<file path="src/rtl/matrix_mac_stream_loader.sv">
// Streams an operand image into shared BRAM, kicks the PE controller,
// then streams the result region back out on AXI-Stream.
//
// Ports:
//   aclk, areset          clock, async active-high reset
//   s_axis_*              operand slave stream (tdata/tvalid/tready/tlast)
//   m_axis_*              result master stream (tdata/tvalid/tready/tlast)
//   pe_start, pe_done     PE controller handshake
//   bram_own              1 = this block owns the BRAM port
//   BRAM_ADDR/WRDATA/WE   BRAM port (byte address, 1-cycle read latency)
//   BRAM_RDDATA           BRAM read data
//   busy, err_len         status (err_len is sticky framing error)
//   run_cycles            PE run time in cycles
// Option: MATRIX_MAC_LOADER_CYCLE_COUNT_EN builds the run_cycles counter.
module matrix_mac_stream_loader #(
  parameter int LOAD_WORDS      = 4160,
  parameter int RESULT_BASE     = 4160,
  parameter int RESULT_WORDS    = 64,
  parameter int BRAM_ADDR_WIDTH = 15
) (
  input  logic        aclk,
  input  logic        areset,
  input  logic [31:0] s_axis_tdata,
  input  logic        s_axis_tvalid,
  output logic        s_axis_tready,
  input  logic        s_axis_tlast,
  output logic [31:0] m_axis_tdata,
  output logic        m_axis_tvalid,
  input  logic        m_axis_tready,
  output logic        m_axis_tlast,
  output logic        pe_start,
  input  logic        pe_done,
  output logic        bram_own,
  output logic [31:0] BRAM_ADDR,
  output logic [31:0] BRAM_WRDATA,
  output logic [3:0]  BRAM_WE,
  input  logic [31:0] BRAM_RDDATA,
  output logic        busy,
  output logic        err_len,
  output logic [31:0] run_cycles
);

  localparam int CW = $clog2(LOAD_WORDS + 1);
  localparam logic [CW-1:0] LAST_W = CW'(LOAD_WORDS - 1);
  localparam logic [CW-1:0] LAST_R = CW'(RESULT_WORDS - 1);

  if (RESULT_BASE + RESULT_WORDS > (1 << (BRAM_ADDR_WIDTH - 2)))
  begin : g_bad_params
    $error("result region exceeds BRAM address range");
  end

  typedef enum logic [2:0] {
    S_IDLE, S_LOAD, S_START, S_RUN,
    S_RD_ADDR, S_RD_WAIT, S_SEND
  } state_t;

  state_t        state_q, state_d;
  logic [CW-1:0] wcnt_q, wcnt_d;
  logic [CW-1:0] rcnt_q, rcnt_d;
  logic          rdy_q, rdy_d;
  logic          start_q, start_d;
  logic          own_q, own_d;
  logic [3:0]    we_q, we_d;
  logic [31:0]   addr_q, addr_d;
  logic [31:0]   wdata_q, wdata_d;
  logic          tvalid_q, tvalid_d;
  logic          tlast_q, tlast_d;
  logic [31:0]   tdata_q, tdata_d;
  logic          busy_q, busy_d;
  logic          err_q, err_d;
  logic          beat;

  assign beat = s_axis_tvalid & rdy_q;

  always_comb begin
    state_d  = state_q;
    wcnt_d   = wcnt_q;
    rcnt_d   = rcnt_q;
    start_d  = 1'b0;
    own_d    = own_q;
    we_d     = 4'h0;
    addr_d   = addr_q;
    wdata_d  = wdata_q;
    tvalid_d = tvalid_q;
    tlast_d  = tlast_q;
    tdata_d  = tdata_q;
    err_d    = err_q;
    unique case (state_q)
      S_IDLE, S_LOAD: begin
        if (beat) begin
          we_d    = 4'hF;
          addr_d  = 32'(wcnt_q) << 2;
          wdata_d = s_axis_tdata;
          if (state_q == S_IDLE) err_d = 1'b0;
          if (wcnt_q == LAST_W) begin
            state_d = S_START;
            wcnt_d  = wcnt_q + 1'b1;
            if (!s_axis_tlast) err_d = 1'b1;
          end else if (s_axis_tlast) begin
            // short frame: drop the job, never start the PE
            state_d = S_IDLE;
            wcnt_d  = '0;
            err_d   = 1'b1;
          end else begin
            state_d = S_LOAD;
            wcnt_d  = wcnt_q + 1'b1;
          end
        end
      end
      S_START: begin
        start_d = 1'b1;
        own_d   = 1'b0;
        state_d = S_RUN;
      end
      S_RUN: begin
        if (pe_done) begin
          own_d   = 1'b1;
          addr_d  = (32'(RESULT_BASE) + 32'(rcnt_q)) << 2;
          state_d = S_RD_ADDR;
        end
      end
      S_RD_ADDR: state_d = S_RD_WAIT;
      S_RD_WAIT: begin
        tdata_d  = BRAM_RDDATA;
        tvalid_d = 1'b1;
        tlast_d  = (rcnt_q == LAST_R);
        state_d  = S_SEND;
      end
      S_SEND: begin
        if (m_axis_tready) begin
          tvalid_d = 1'b0;
          tlast_d  = 1'b0;
          if (tlast_q) begin
            state_d = S_IDLE;
            rcnt_d  = '0;
            wcnt_d  = '0;
          end else begin
            rcnt_d  = rcnt_q + 1'b1;
            addr_d  = (32'(RESULT_BASE) + 32'(rcnt_q) + 32'd1) << 2;
            state_d = S_RD_ADDR;
          end
        end
      end
      default: state_d = S_IDLE;
    endcase
    rdy_d  = (state_d == S_IDLE) || (state_d == S_LOAD);
    busy_d = (state_d != S_IDLE);
  end

  always_ff @(posedge aclk or posedge areset) begin
    if (areset) begin
      state_q  <= S_IDLE;
      wcnt_q   <= '0;
      rcnt_q   <= '0;
      rdy_q    <= 1'b1;
      start_q  <= 1'b0;
      own_q    <= 1'b1;
      we_q     <= 4'h0;
      addr_q   <= '0;
      wdata_q  <= '0;
      tvalid_q <= 1'b0;
      tlast_q  <= 1'b0;
      tdata_q  <= '0;
      busy_q   <= 1'b0;
      err_q    <= 1'b0;
    end else begin
      state_q  <= state_d;
      wcnt_q   <= wcnt_d;
      rcnt_q   <= rcnt_d;
      rdy_q    <= rdy_d;
      start_q  <= start_d;
      own_q    <= own_d;
      we_q     <= we_d;
      addr_q   <= addr_d;
      wdata_q  <= wdata_d;
      tvalid_q <= tvalid_d;
      tlast_q  <= tlast_d;
      tdata_q  <= tdata_d;
      busy_q   <= busy_d;
      err_q    <= err_d;
    end
  end

`ifdef MATRIX_MAC_LOADER_CYCLE_COUNT_EN
  logic [31:0] run_q, run_d;

  // frozen once pe_done is seen, held until the next job starts
  always_comb begin
    run_d = run_q;
    if (state_q == S_START) run_d = '0;
    else if (state_q == S_RUN && !pe_done) run_d = run_q + 32'd1;
  end

  always_ff @(posedge aclk or posedge areset) begin
    if (areset) run_q <= '0;
    else        run_q <= run_d;
  end

  assign run_cycles = run_q;
`else
  assign run_cycles = 32'd0;
`endif

  assign s_axis_tready = rdy_q;
  assign m_axis_tdata  = tdata_q;
  assign m_axis_tvalid = tvalid_q;
  assign m_axis_tlast  = tlast_q;
  assign pe_start      = start_q;
  assign bram_own      = own_q;
  assign BRAM_ADDR     = addr_q;
  assign BRAM_WRDATA   = wdata_q;
  assign BRAM_WE       = we_q;
  assign busy          = busy_q;
  assign err_len       = err_q;

endmodule
</file>
<file path="config.mk">
export PLATFORM = sky130hd
export DESIGN_NAME = matrix_mac_stream_loader
export DESIGN_NICKNAME = d
export VERILOG_FILES = /design/src/rtl/matrix_mac_stream_loader.sv
export SDC_FILE = /design/constraint.sdc
export NUM_CORES = 1
export LEC_CHECK = 0
export BUFFER_PORTS_ARGS = -buffer_cell sky130_fd_sc_hd__buf_2
export CORE_UTILIZATION = 50
export DETAILED_ROUTE_END_ITERATION = 12
export GPL_TIMING_DRIVEN = 1
export HOLD_SLACK_MARGIN = 0.12
export PLACE_DENSITY = 0.79
export SLEW_MARGIN = 20
export SYNTH_ARGS = -nofsm -noshare
export SYNTH_HDL_FRONTEND = slang
export SYNTH_SLANG_ARGS = --single-unit
</file>
<file path="constraint.sdc">
create_clock -name aclk -period 5.6 [get_ports aclk]
set_input_delay 1.68 -clock aclk [delete_from_list [all_inputs] [get_ports aclk]]
set_output_delay 1.68 -clock aclk [all_outputs]
set_load 0.01 [all_outputs]
</file>
==> impl_metrics.csv <==
group,metric,value,unit
place,hpwl,9730,um
clock_tree,tritoncts,"done",
setup_path,path_buf_inv,3,
layout,area_growth_syn_to_layout,21.3,%
global_route,antenna_found_initial,0,
setup_path,crit_arrival,3890,ps
floorplan,die_area,0.0120,mm2
setup_path,crit_end,"wcnt_q[12]",
global_route,track_usage,24.9,%
setup_path,end_kind,"flop",
synthesis,synthArstFlopShare,100,%
layout,seqCellArea,0.00291,mm2
floorplan,num_rows,38,
layout,multi_input_area,0.00250,mm2
synthesis,ys_warn_count,0,
clock_tree,cts_setup_buffers,0,
synthesis,syn_area,0.00580,mm2
setup_path,max_stage_delay,460,ps
detailed_routing,drc,0,
setup_path,critPathLaunchType,"input port",
layout,nNetsFinal,847,
floorplan,die_w,110,um
clock_tree,cts_buffer_depth,2,
pwr,peakVddDrop,353,uV
floorplan,die_h,110,um
clock_tree,htree_levels,4,
global_route,grt_pass1_wl,22600,um
pwr,clockPowerShare,28.7,%
setup_path,rr_startpoint,"state_q[1]",
setup_path,crit_path_max_fanout,41,
place,place_congestion,0.862,
timing,rsz0062_at_grt,"no",
clock_tree,cts-hold-fix-buffers,0,
setup_path,crit_required,5890,ps
synthesis,yosysSeqAreaShare,50.1,%
timing,finalSetupViolCount,0,
synthesis,netlist_instances,631,
timing,timing.slew.headroom,43.1,%
synthesis,syn_avg_cell_area,9.20,um2
timing,period_share,64.3,%
pwr,p_comb_share,33.6,%
layout,n_antenna_cell,0,
setup_path,crit_family,"simple AND/OR/NAND/NOR gates",
clock_tree,clk_latency,420,ps
synthesis,synth.largest_area_cell,"dfrtp_1",
setup_path,cp.depth,10,
hold_path,hp-class,"reg -> reg",
clock_tree,clock-root-buffer,"clkbuf_16",
pwr,swShare,36.1,%
setup_path,crit_type,"in -> reg",
layout,n_fill_cell,898,
layout,stdcell_area,0.00704,mm2
global_route,grt_max_degree,89,
detailed_routing,drt_iter0_drc,330,
detailed_routing,routedWlPerCell,15.1,um
floorplan,core,0.0111,mm2
setup_path,cp_slowest_cell,"inv_2",
setup_path,r2r-end,"wcnt_q[12]",
pwr,switchingPower,1350,uW
synthesis,ys_top_cells_by_area,"dfrtp_1 49%, nand2_1 9.6%, buf_4 6.9%, mux2_2 6.6%, o21ai_0 2.8%",
pwr,p_int,2400,uW
global_route,grt-ovfl-total,0,
detailed_routing,dr.pass1.iters,5,
detailed_routing,routed_wl,14000,um
clock_tree,numCtsBuffers,17,
run_status,outcome,"finished, final reports clean",
layout,final_common_cell,"buf_2",
pwr,p_leak,0.00351,uW
timing,timing.fmax,278,MHz
layout,drive_above_1_share,30.4,%
clock_tree,clk_pin_slew_worst_paths,60,ps
setup_path,crit_chain,"buf_2 > nand2_1 > or3_1 > buf_4 > inv_2 > a31o_2 > nand4_1 > nor3_1 > xnor2_1 > a21oi_1",
place,io_buffer_count,159,
detailed_routing,ant_nets,0,
detailed_routing,vias_per_cell,5.26,
timing,fin_skew,14.6,ps
setup_path,r2r_setup_slack,2780,ps
setup_path,ff2ff_path_depth,8,
place,place_area,0.00644,mm2
setup_path,critPathLaunch,"s_axis_tvalid",
timing,finalSetupTns,0,ps
timing,min_period,3600,ps
synthesis,synth_edf_count,0,
floorplan,start_util,52.4,%
timing,slew_viol_final,0,
pwr,p_seq_share,37.7,%
floorplan,io-pin-count,209,
detailed_routing,num_vias,4863,
flow_run,cap_viol_max_count,0,
pwr,p_per_area,533,mW/mm2
synthesis,ys_types,49,
clock_tree,cts_sinks,116,
layout,final_cell_mix,"159 x buf_2, 148 x nand2_1, 114 x dfrtp_1",
global_route,grt_pass1_vias,4819,
clock_tree,cts_resized,0,
timing,hold_violations,0,
synthesis,synth_top_area_share,49.1,%
timing,worst_slew_pin_slew,851,ps
hold_path,hold_path_startpoint,"m_axis_tvalid",
synthesis,ys.flop_type,"dfrtp_1",
synthesis,ys_ff_latch,116,
tightest hold or removal path, stage by stage, from the launching register on:
cell and delay, ps:
dfrtp_1 330, nand2_1 50, nand2_1 60
flip-flops by register name (all words and copies together) (netlist names):
name	flops
BRAM_ADDR	15
state_q	3
m_axis_tdata	32
BRAM_WE	1
m_axis_tlast	1
rcnt_q	13
busy	1
s_axis_tready	1
bram_own	1
m_axis_tvalid	1
pe_start	1
wcnt_q	13
err_len	1
BRAM_WRDATA	32
layer usage:
layer  GRT usage, %  vias to the layer above  wire [um]
li1               -                     2314          -
met3           8.42                       25       1050
met5              0                        -          0
met1           29.7                     2296       5650
met2           40.4                      228       6980
met4           11.8                        0        280
Yosys cell counts, types with 3 or more instances:
| library cell | number |
|---|---|
| ha_1 | 5 |
| nand2b_1 | 8 |
| xnor2_1 | 7 |
| dfrtp_1 | 114 |
| nor2_1 | 39 |
| clkbuf_1 | 32 |
| nand4_1 | 5 |
| and3_1 | 6 |
| xor2_1 | 5 |
| nand2_1 | 148 |
| a31oi_1 | 16 |
| mux2i_1 | 3 |
| buf_4 | 53 |
| or3_1 | 4 |
| and2_1 | 3 |
| inv_1 | 8 |
| a22oi_1 | 5 |
| mux2_2 | 34 |
| o21ai_0 | 32 |
| a21oi_1 | 27 |
| a221oi_1 | 4 |
| nand3_1 | 21 |
| nor3_1 | 17 |
power by group through the flow:
stage	logic, uW	registers, uW	clock network [uW]
final	1260	1420	1080
after global routing	1410	1460	1140
after CTS	1280	1420	1090
after detailed placement	1270	1420	0
after global placement	1230	1410	0
after floorplan	702	1520	0
worst min-delay path by stage:
stage | to | slack (ps) | cells past startpoint
after floorplan | wcnt_q[11] | 470 | 1
after CTS | m_axis_tvalid | 480 | 2
after detailed placement | BRAM_WRDATA[21] | 460 | 2
final | m_axis_tvalid | 470 | 2
after global routing | BRAM_WRDATA[3] | 500 | 2
after global placement | BRAM_WRDATA[29] | 460 | 2
area by class of cell:
type / count / area share [%]
sequential: 116 / 41.3
clock inverter: 14 / 2.19
inverter: 9 / 0.551
multi-input combinational: 465 / 35.5
tap: 140 / 2.49
clock buffer: 18 / 6.24
timing repair buffer: 163 / 11.7
cells by family (layout without fill, tap and decap cells):
logic type / after synthesis / count (layout) / synth area share (%)
AOI/OAI and AO/OA: 100 / 100 / 10.3
xor gates and xnor gates: 12 / 12 / 1.81
adders and majority gates: 5 / 5 / 1.08
buffers and inverters: 98 / 204 / 9.94
DFF: 116 / 116 / 50.1
muxes: 37 / 37 / 7.11
other: 1 / 49 / 0.0646
and+or+nand+nor: 262 / 262 / 19.6
per-stage QoR:
step	setup WS (ps)	hold WS (ps)	instances	power [uW]	utilization (%)
5_1_grt	1780	495	925	4010	63.6
4_1_cts	2010	478	925	3790	63.5
6_report	2000	472	925	3750	63.6
3_3_place_gp	1690	456	893	2630	58.2
2_1_floorplan	851	472	679	2220	-
3_5_place_dp	1580	457	893	2690	58.2
Note: power is estimated with default switching activity, not from simulation.
